[config.mk]
export PLATFORM = sky130hd
export DESIGN_NAME = ws_frame_sequencer
export DESIGN_NICKNAME = d
export VERILOG_FILES = /design/src/rtl/ws_pkg.sv /design/src/rtl/ws_cycle_timer.sv /design/src/rtl/ws_frame_sequencer.sv
export SDC_FILE = /design/constraint.sdc
export NUM_CORES = 1
export LEC_CHECK = 0
export ABC_AREA = 1
export CAP_MARGIN = 30
export CORE_UTILIZATION = 25
export CTS_CLUSTER_DIAMETER = 60
export DETAILED_ROUTE_END_ITERATION = 7
export GPL_TIMING_DRIVEN = 0
export PLACE_DENSITY_LB_ADDON = 0.25
export SKIP_LAST_GASP = 1
export SLEW_MARGIN = 30
export SYNTH_ARGS = -nofsm -noshare
export SYNTH_HDL_FRONTEND = slang
export SYNTH_HIERARCHICAL = 1
export SYNTH_SLANG_ARGS = --single-unit
[constraint.sdc]
create_clock -name clk -period 2.4 [get_ports clk]
set_input_delay 0.48 -clock clk [delete_from_list [all_inputs] [get_ports clk]]
set_output_delay 0.48 -clock clk [all_outputs]
set_load 0.02 [all_outputs]
[src/rtl/ws_pkg.sv]
// Shared types and constants for the WS2812B frame sequencer.
package ws_pkg;

    typedef enum logic [2:0] {
        ST_IDLE,
        ST_SNAP,
        ST_LOAD,
        ST_SEND,
        ST_WAIT,
        ST_LATCH
    } ws_seq_state_t;

    localparam int WS_BITS_PER_PIXEL = 24;
    localparam int WS_CLK_HZ         = 12_000_000;
    localparam int WS_LATCH_CYCLES   = 960;
    localparam int WS_TIMEOUT_CYCLES = 1024;

    function automatic int ws_max(input int a, input int b);
        return (a > b) ? a : b;
    endfunction

endpackage

[src/rtl/ws_cycle_timer.sv]
// Loadable down-counter that parks at zero; tc flags the terminal count.
module ws_cycle_timer #(
    parameter int W = 10
) (
    input  logic         clk,
    input  logic         rst,
    input  logic         load,
    input  logic [W-1:0] load_val,
    input  logic         en,
    output logic         tc
);

    logic [W-1:0] count;

    always_ff @(posedge clk or posedge rst) begin
        if (rst) begin
            count <= '0;
        end else if (load) begin
            count <= load_val;
        end else if (en && count != '0) begin
            count <= count - 1'b1;
        end
    end

    assign tc = (count == '0);

endmodule

[src/rtl/ws_frame_sequencer.sv]
// Frame scheduler for a WS2812B chain: snapshot, per-pixel load/send, latch gap.
// Define WS_SERPENTINE_EN to remap pixel for serpentine-wired 8x8 panels.
module ws_frame_sequencer
    import ws_pkg::*;
#(
    parameter int NUM_PIXELS     = 64,
    parameter int PIX_W          = 6,
    parameter int LATCH_CYCLES   = WS_LATCH_CYCLES,
    parameter int TIMEOUT_CYCLES = WS_TIMEOUT_CYCLES
) (
    input  logic             clk,
    input  logic             rst,
    input  logic             frame_req,
    input  logic             pixel_done,
    output logic             snap,
    output logic             load_sreg,
    output logic             transmit_pixel,
    output logic [PIX_W-1:0] pixel,
    output logic             busy,
    output logic             frame_done,
    output logic             timeout_err
);

    localparam int LW = $clog2(LATCH_CYCLES);
    localparam int TW = $clog2(TIMEOUT_CYCLES);
    localparam int CW = ws_max(ws_max(LW, TW), 1);

    localparam logic [CW-1:0] LATCH_LOAD   = CW'(LATCH_CYCLES - 1);
    localparam logic [CW-1:0] TIMEOUT_LOAD = CW'(TIMEOUT_CYCLES - 1);
    localparam logic [PIX_W-1:0] LAST_PIX  = PIX_W'(NUM_PIXELS - 1);

    ws_seq_state_t    state;
    ws_seq_state_t    state_nx;
    logic [PIX_W-1:0] pix_q;
    logic             pending;
    logic             last_pix;
    logic             tmr_load;
    logic [CW-1:0]    tmr_val;
    logic             tmr_en;
    logic             tmr_tc;

    assign last_pix = (pix_q == LAST_PIX);

    // One timer serves both the WAIT watchdog and the LATCH gap.
    always_comb begin
        tmr_load = 1'b0;
        tmr_val  = LATCH_LOAD;
        tmr_en   = (state == ST_WAIT) || (state == ST_LATCH);
        if (state == ST_SEND) begin
            tmr_load = 1'b1;
            tmr_val  = TIMEOUT_LOAD;
        end else if (state == ST_WAIT) begin
            tmr_load = pixel_done ? last_pix : tmr_tc;
        end
    end

    ws_cycle_timer #(
        .W(CW)
    ) u_timer (
        .clk      (clk),
        .rst      (rst),
        .load     (tmr_load),
        .load_val (tmr_val),
        .en       (tmr_en),
        .tc       (tmr_tc)
    );

    always_comb begin
        state_nx = state;
        unique case (state)
            ST_IDLE:  if (frame_req || pending) state_nx = ST_SNAP;
            ST_SNAP:  state_nx = ST_LOAD;
            ST_LOAD:  state_nx = ST_SEND;
            ST_SEND:  state_nx = ST_WAIT;
            ST_WAIT: begin
                if (pixel_done) begin
                    state_nx = last_pix ? ST_LATCH : ST_LOAD;
                end else if (tmr_tc) begin
                    state_nx = ST_LATCH;
                end
            end
            ST_LATCH: if (tmr_tc) state_nx = ST_IDLE;
            default:  state_nx = ST_IDLE;
        endcase
    end

    always_ff @(posedge clk or posedge rst) begin
        if (rst) begin
            state       <= ST_IDLE;
            pix_q       <= '0;
            pending     <= 1'b0;
            timeout_err <= 1'b0;
        end else begin
            state <= state_nx;
            if (state == ST_IDLE) begin
                pending <= 1'b0;
            end else if (frame_req) begin
                pending <= 1'b1;
            end
            if (state == ST_SNAP || (state == ST_LATCH && tmr_tc)) begin
                pix_q <= '0;
            end else if (state == ST_WAIT && pixel_done && !last_pix) begin
                pix_q <= pix_q + 1'b1;
            end
            if (state == ST_WAIT && !pixel_done && tmr_tc) begin
                timeout_err <= 1'b1;
            end
        end
    end

    assign snap           = (state == ST_SNAP);
    assign load_sreg      = (state == ST_LOAD);
    assign transmit_pixel = (state == ST_SEND);
    assign busy           = (state != ST_IDLE);
    assign frame_done     = (state == ST_LATCH) && tmr_tc;

`ifdef WS_SERPENTINE_EN
    // Odd rows run right-to-left on the panel.
    assign pixel = pix_q[3] ? {pix_q[5:3], ~pix_q[2:0]} : pix_q;
`else
    assign pixel = pix_q;
`endif

endmodule

## Word-level counts from Yosys, hierarchy flattened

Index checks and enable logic that the tools add are counted.

| storage, ports and cells | value |
|---|---|
| word-level logic and storage cells | 51 |
| flip-flop bits (word level) | 21 |
| input port bits | 4 |
| output and inout bits | 12 |

| operators by class | value |
|---|---|
| reductions and logical operators | 19 |
| equal/unequal tests | 9 |
| mux-type cells | 16 |
| $add $sub $neg | 2 |

Operator list:

| cell | count |
|---|---|
| $mux W10 | 2 |
| $pmux W3 S6 | 1 |
| $mux W3 | 5 |
| $mux W6 | 2 |
| $logic_not A10 Y1 | 1 |
| $reduce_bool A10 Y1 | 1 |
| $sub A10 B1 Y10 const B | 1 |
| $mux W7 | 1 |
| $add A6 B1 Y6 const B | 1 |
| $eq A3 B2 Y1 const B | 2 |
| $eq A3 B3 Y1 const B | 2 |
| $eq A6 B6 Y1 const B | 1 |
| $logic_and A1 B1 Y1 | 6 |
| $reduce_bool A2 Y1 | 3 |
| $mux W1 | 5 |
| $ne A2 B2 Y1 const B | 2 |
| $eq A3 B1 Y1 const B | 1 |
| $logic_not A3 Y1 | 1 |
| $logic_or A1 B1 Y1 | 3 |
| $ne A3 B3 Y1 const B | 1 |
| $reduce_and A3 Y1 | 1 |
| $reduce_bool A3 Y1 | 1 |
| $logic_not A1 Y1 | 2 |

## Logic depth before layout (Yosys ltp)

Gate-level depths: netlist (run 1).

| logic depth | value |
|---|---|
| depth in word-level cells | 5 |
| gate-level depth with buffers | 18 |
| mapped depth without buffers | 17 |

## Modules after synthesis

Netlist (run 1), hierarchy kept.

Modules (own cells, without submodules):

| module | times used | cells an instance | area an instance (sq um) | sequential area each (sq um) |
|---|---|---|---|---|
| ws_cycle_timer | 1 | 119 | 754.5 | 250.2 |
| ws_frame_sequencer | 1 | 92 | 654.4 | 275.3 |

## Least setup slack after synthesis (run 1)

No wires, ideal clock.

| timing | value |
|---|---|
| path kind | register to register |
| start | reg u_timer.count[0] |
| end | reg u_timer.count[2] |
| clock period less this slack | 2,177 ps |
| arrival time | 2,060 ps |
| stages on the path, launching flop included | 17 |
| buffers on the path | 1 |
| data required time | 2,283 ps |
| setup time | 117 ps |
| path slack | 223 ps |
| cells stage by stage | dfrtp_1 > inv_1 > ha_1 > nand2_2 > nor2_4 > nand2_2 > inv_1 > inv_1 > o211ai_1 > nand2_1 > inv_1 > nand2_1 > inv_1 > clkbuf_1 > o21ai_0 > nand2_1 > nand2_1 |

| between the ends | value |
|---|---|
| cells in the longest elaborated chain, start to end | 5 |
| elaborated cells on any way between the ends | 10 |
| those cells by class | add/sub (1); mux (5); reduce/logical (4) |

RTL lines:

| what | line | RTL |
|---|---|---|
| start: declaration | ws_cycle_timer.sv:13 | `logic [W-1:0] count;` |
| start signal: assignment | ws_cycle_timer.sv:19 | `count <= load_val;` |
| start signal: assignment | ws_cycle_timer.sv:21 | `count <= count - 1'b1;` |
| $logic_not A10 Y1 (*) | ws_cycle_timer.sv:25 | `assign tc = (count == '0);` |
| named net tmr_tc | ws_frame_sequencer.sv:40 | `logic tmr_tc;` |
| $mux W1 (*) | ws_frame_sequencer.sv:53 | `tmr_load = pixel_done ? last_pix : tmr_tc;` |
| $mux W1 (*) | ws_frame_sequencer.sv:52 | `end else if (state == ST_WAIT) begin` |
| $mux W1 (*) | ws_frame_sequencer.sv:49 | `if (state == ST_SEND) begin` |
| named net tmr_load | ws_frame_sequencer.sv:37 | `logic tmr_load;` |
| $mux W10 or $reduce_bool A2 Y1 (tied branches) | n/a |  |

The timed path passes the listed nets; every way through them passes the cells marked *. The select of a mux whose other input is x is not followed.
A chain may end at the register's enable or synchronous reset.

## Worst setup path after layout (run 1)

| timing | value |
|---|---|
| start | reg u_timer.count[0] |
| end | out frame_done |

| between the ends | value |
|---|---|
| cells in the longest elaborated chain, start to end | 2 |

RTL lines:

| what | line | RTL |
|---|---|---|
| $logic_not A10 Y1 | ws_cycle_timer.sv:25 |  |
| named net tmr_tc | ws_frame_sequencer.sv:40 |  |
| $logic_and A1 B1 Y1 | ws_frame_sequencer.sv:115 | `assign frame_done = (state == ST_LATCH) && tmr_tc;` |
| end: declaration | ws_frame_sequencer.sv:20 | `output logic frame_done,` |

The timed path passes the listed nets, and every way through them passes these cells.

==> results.yml, run 1 <==
run_status:
  status: "finished clean"
job:
  cap_viol_max_count: 0
critical_path:
  critPathKind: "reg -> out"
  cpPeakStageDelay_ns: 0.44
  required_ns: 1.92
  cp-end-kind: "output port"
  crit_chain: "inv_2, ha_4, nand2_2, nor2_4, nand2_2, inv_1, inv_1, nor3_1, buf_2"
  cpMaxStageDelayCell: "dfrtp_1"
  worstPathMaxFanout: 5
  critPathLaunchType: "flip-flop"
  cp.arrival_ns: 1.76
clock_network:
  clk_latency_ns: 0.26
  cts_root_buf: "clkbuf_8"
  htreeDepth: 1
  path_clk_slew_ns: 0.08
  cts.sink_count: 21
  cts_tree: "built"
  cts.path.max_buffers: 2
  postCtsHoldBufs: 0
  numCtsBuffers: 3
logic_synthesis:
  yosys-top-cells-area: "dfrtp_1, nand2_1, nand3_1"
  synthTopCellsByCount: "nand2_1, inv_1, nand3_1"
  synth-edff-count: 0
  synth.distinct_cells: 27
  synth_top_area_cell: "dfrtp_1"
  synth-seq-cells: 21
  yosys_warnings: 6
  yosysSeqAreaShare_pct: 37.3
  synthFlopType: "dfrtp_1"
  async_reset_ff_share_pct: 100
  yosysMostFrequentCell: "nand2_1"
  syn_area_per_cell_sq_um: 6.68
  synth_top_area_share_pct: 37.3
  synthCells: 211
  syn_area_sq_um: 1410
placement:
  io_buffers: 15
  placed_cells: 304
  dp_hpwl_mm: 2.40
  place_congestion: 0.805
grt:
  antenna_found_initial: 0
  gr-usage-all-layers_pct: 12.4
  gr-total-overflow: 0
  grt_pass1_wl_mm: 5.93
  grt_max_degree: 12
  grt_pass1_vias: 1320
sta:
  setup_violations: 0
  drv_slew: 0
  max_freq_ghz: 0.447
  post-route-min-period_ns: 2.24
  finalClockSkew_ns: 0.00321
  timing_hold_violations_final: 0
  rsz0062_at_grt: "false"
  period_share_pct: 93.3
floorplan:
  die_area_sq_um: 5940
  rows: 26
  core_area_sq_um: 5270
  die_h_um: 77.1
  die_w_um: 77.1
  initial_core_util_pct: 26.7
  io_pins: 16
route:
  drtIter0Drc: 61
  antenna_left: 0
  vias: 1349
  routed_via_density: 4.32
  wl_mm: 3.33
  routedWlPerCell_um: 10.7
  dr.pass1.iters: 4
  drc: 0
cells_and_area:
  nNetsFinal: 249
  fin_cells: 312
  final_util_pct: 33.6
  drive_above_1_share_pct: 11.2
  syn2layout_area_growth_pct: 25.6
  antennaDiodeCount: 0
power:
  power_density_nw_per_um2: 1170
  ir_drop_mv: 0.508
  power.leakage_uw: 0.000918
hold_path:
  min_path_type: "reg -> reg"
## placed cells by master, fill, tap and decap left out
cell,netlist,routed
o21bai_1,1,1
nand2_4,2,2
conb_1,1,9
nor2_1,14,14
or2_2,1,1
nand2_2,2,2
o221ai_1,1,1
dfrtp_1,21,21
buf_4,0,5
ha_4,0,1
nand4_1,6,6
nor2_2,5,5
xor2_1,1,1
nor3_1,2,2
nor2_4,2,2
nand3b_1,2,2
xnor2_1,2,2
o211ai_1,1,1
inv_2,1,3
a31o_2,1,1
clkbuf_8,0,3
a21oi_1,2,2
ha_1,2,1
buf_2,1,1
inv_1,30,28
o21ai_1,1,1
nand3_1,27,27
o21ai_0,5,5
clkbuf_1,1,1
clkdlybuf4s50_1,0,14
nand2_1,76,76
buf_6,0,1
## sequential cells by signal, indices dropped and copies added, names as in the netlist
register       count
pixel              6
state              3
u_timer/count     10
timeout_err        1
pending            1
## report_power, final
| part | total, uW | switching, uW | internal [uW] |
|---|---|---|---|
| sequential | 642 | 160 | 482 |
| combinational | 1190 | 718 | 476 |
| clock | 241 | 122 | 119 |
## metrics by stage
step / area [sq um] / total power [uW] / hold slack, ns / TNS (ns) / setup WS (ns)
2_1_floorplan: 1440 / 1440 / 0.320 / 0 / 0.223
3_3_place_gp: 1680 / 1750 / 0.488 / -2.09 / -0.271
3_5_place_dp: 1680 / 1750 / 0.477 / -2.36 / -0.309
4_1_cts: 1730 / 2030 / 0.502 / 0 / 0.0700
5_1_grt: 1770 / 2310 / 0.531 / 0 / 0.00358
6_report: 1770 / 2080 / 0.497 / 0 / 0.161
## cells by family after synthesis
| kind of cell | count (synthesis) | share of synthesized area, % |
|---|---|---|
| and+or+nand+nor | 139 | 44.8 |
| AOI/OAI and AO/OA | 12 | 5.15 |
| buffers and inverters | 33 | 8.88 |
| DFF | 21 | 37.3 |
| xor gates and xnor gates | 3 | 1.87 |
| adders and majority gates | 2 | 1.78 |
| other | 1 | 0.266 |
## routing by layer
metal	wire length [um]	track usage [%]	share of wire, %
met5	0	0	0
met4	74	4.53	2.2
met3	96	2.02	2.9
met2	1460	20.4	44
met1	1700	16.4	51
## cell type report
type | count | area (sq um)
plain buffers | 2 | 18.8
fillers | 603 | 3500
inverters | 31 | 116
clock buffers | 4 | 45.0
repair buffers | 19 | 175
flip-flops and latches | 21 | 526
well taps | 70 | 87.6
multi-input cells | 165 | 801
## what timing repair did
action	CTS	global route
resized for setup	10	6
endpoints found under the setup margin	11	10
setup buffers	0	4
hold endpoints to repair	0	0
pin swaps	0	1
## worst paths after layout
kind,cells after the start,endpoint,slack [ns],start
min in group asynchronous,2,pixel[1]$_DFFE_PP0P_,0.56,rst
worst max register to register,18,u_timer/count[9]$_DFFE_PP0P_,0.21,u_timer/count[0]$_DFFE_PP0P_
worst max-delay path,9,frame_done,0.16,u_timer/count[0]$_DFFE_PP0P_
max in group asynchronous,2,u_timer/count[2]$_DFFE_PP0P_,1.52,rst
worst min register to register,1,timeout_err$_DFFE_PP0P_,0.50,timeout_err$_DFFE_PP0P_
worst min-delay path,1,timeout_err$_DFFE_PP0P_,0.50,timeout_err$_DFFE_PP0P_
## critical path: cells and delay by family, from the launching register on
family | cells | cell delay [ns]
simple gates | 4 | 0.45
flops | 1 | 0.44
buf+inv | 4 | 0.44
fa+ha+maj | 1 | 0.17
No activity file was read; power rests on OpenSTA's default activity.
==> run 2: changes to the inputs <==
--- a/config.mk
+++ b/config.mk
@@ -6,11 +6,12 @@
 export NUM_CORES = 1
 export LEC_CHECK = 0
 export ABC_AREA = 1
-export CAP_MARGIN = 30
+export CAP_MARGIN = 20
 export CORE_UTILIZATION = 25
 export CTS_CLUSTER_DIAMETER = 60
 export DETAILED_ROUTE_END_ITERATION = 7
 export GPL_TIMING_DRIVEN = 0
+export HOLD_SLACK_MARGIN = 0.12
 export PLACE_DENSITY_LB_ADDON = 0.25
 export SKIP_LAST_GASP = 1
 export SLEW_MARGIN = 30
==> results of run 2 <==
No change in the layout: final DEF, timing and power equal those of run 1.
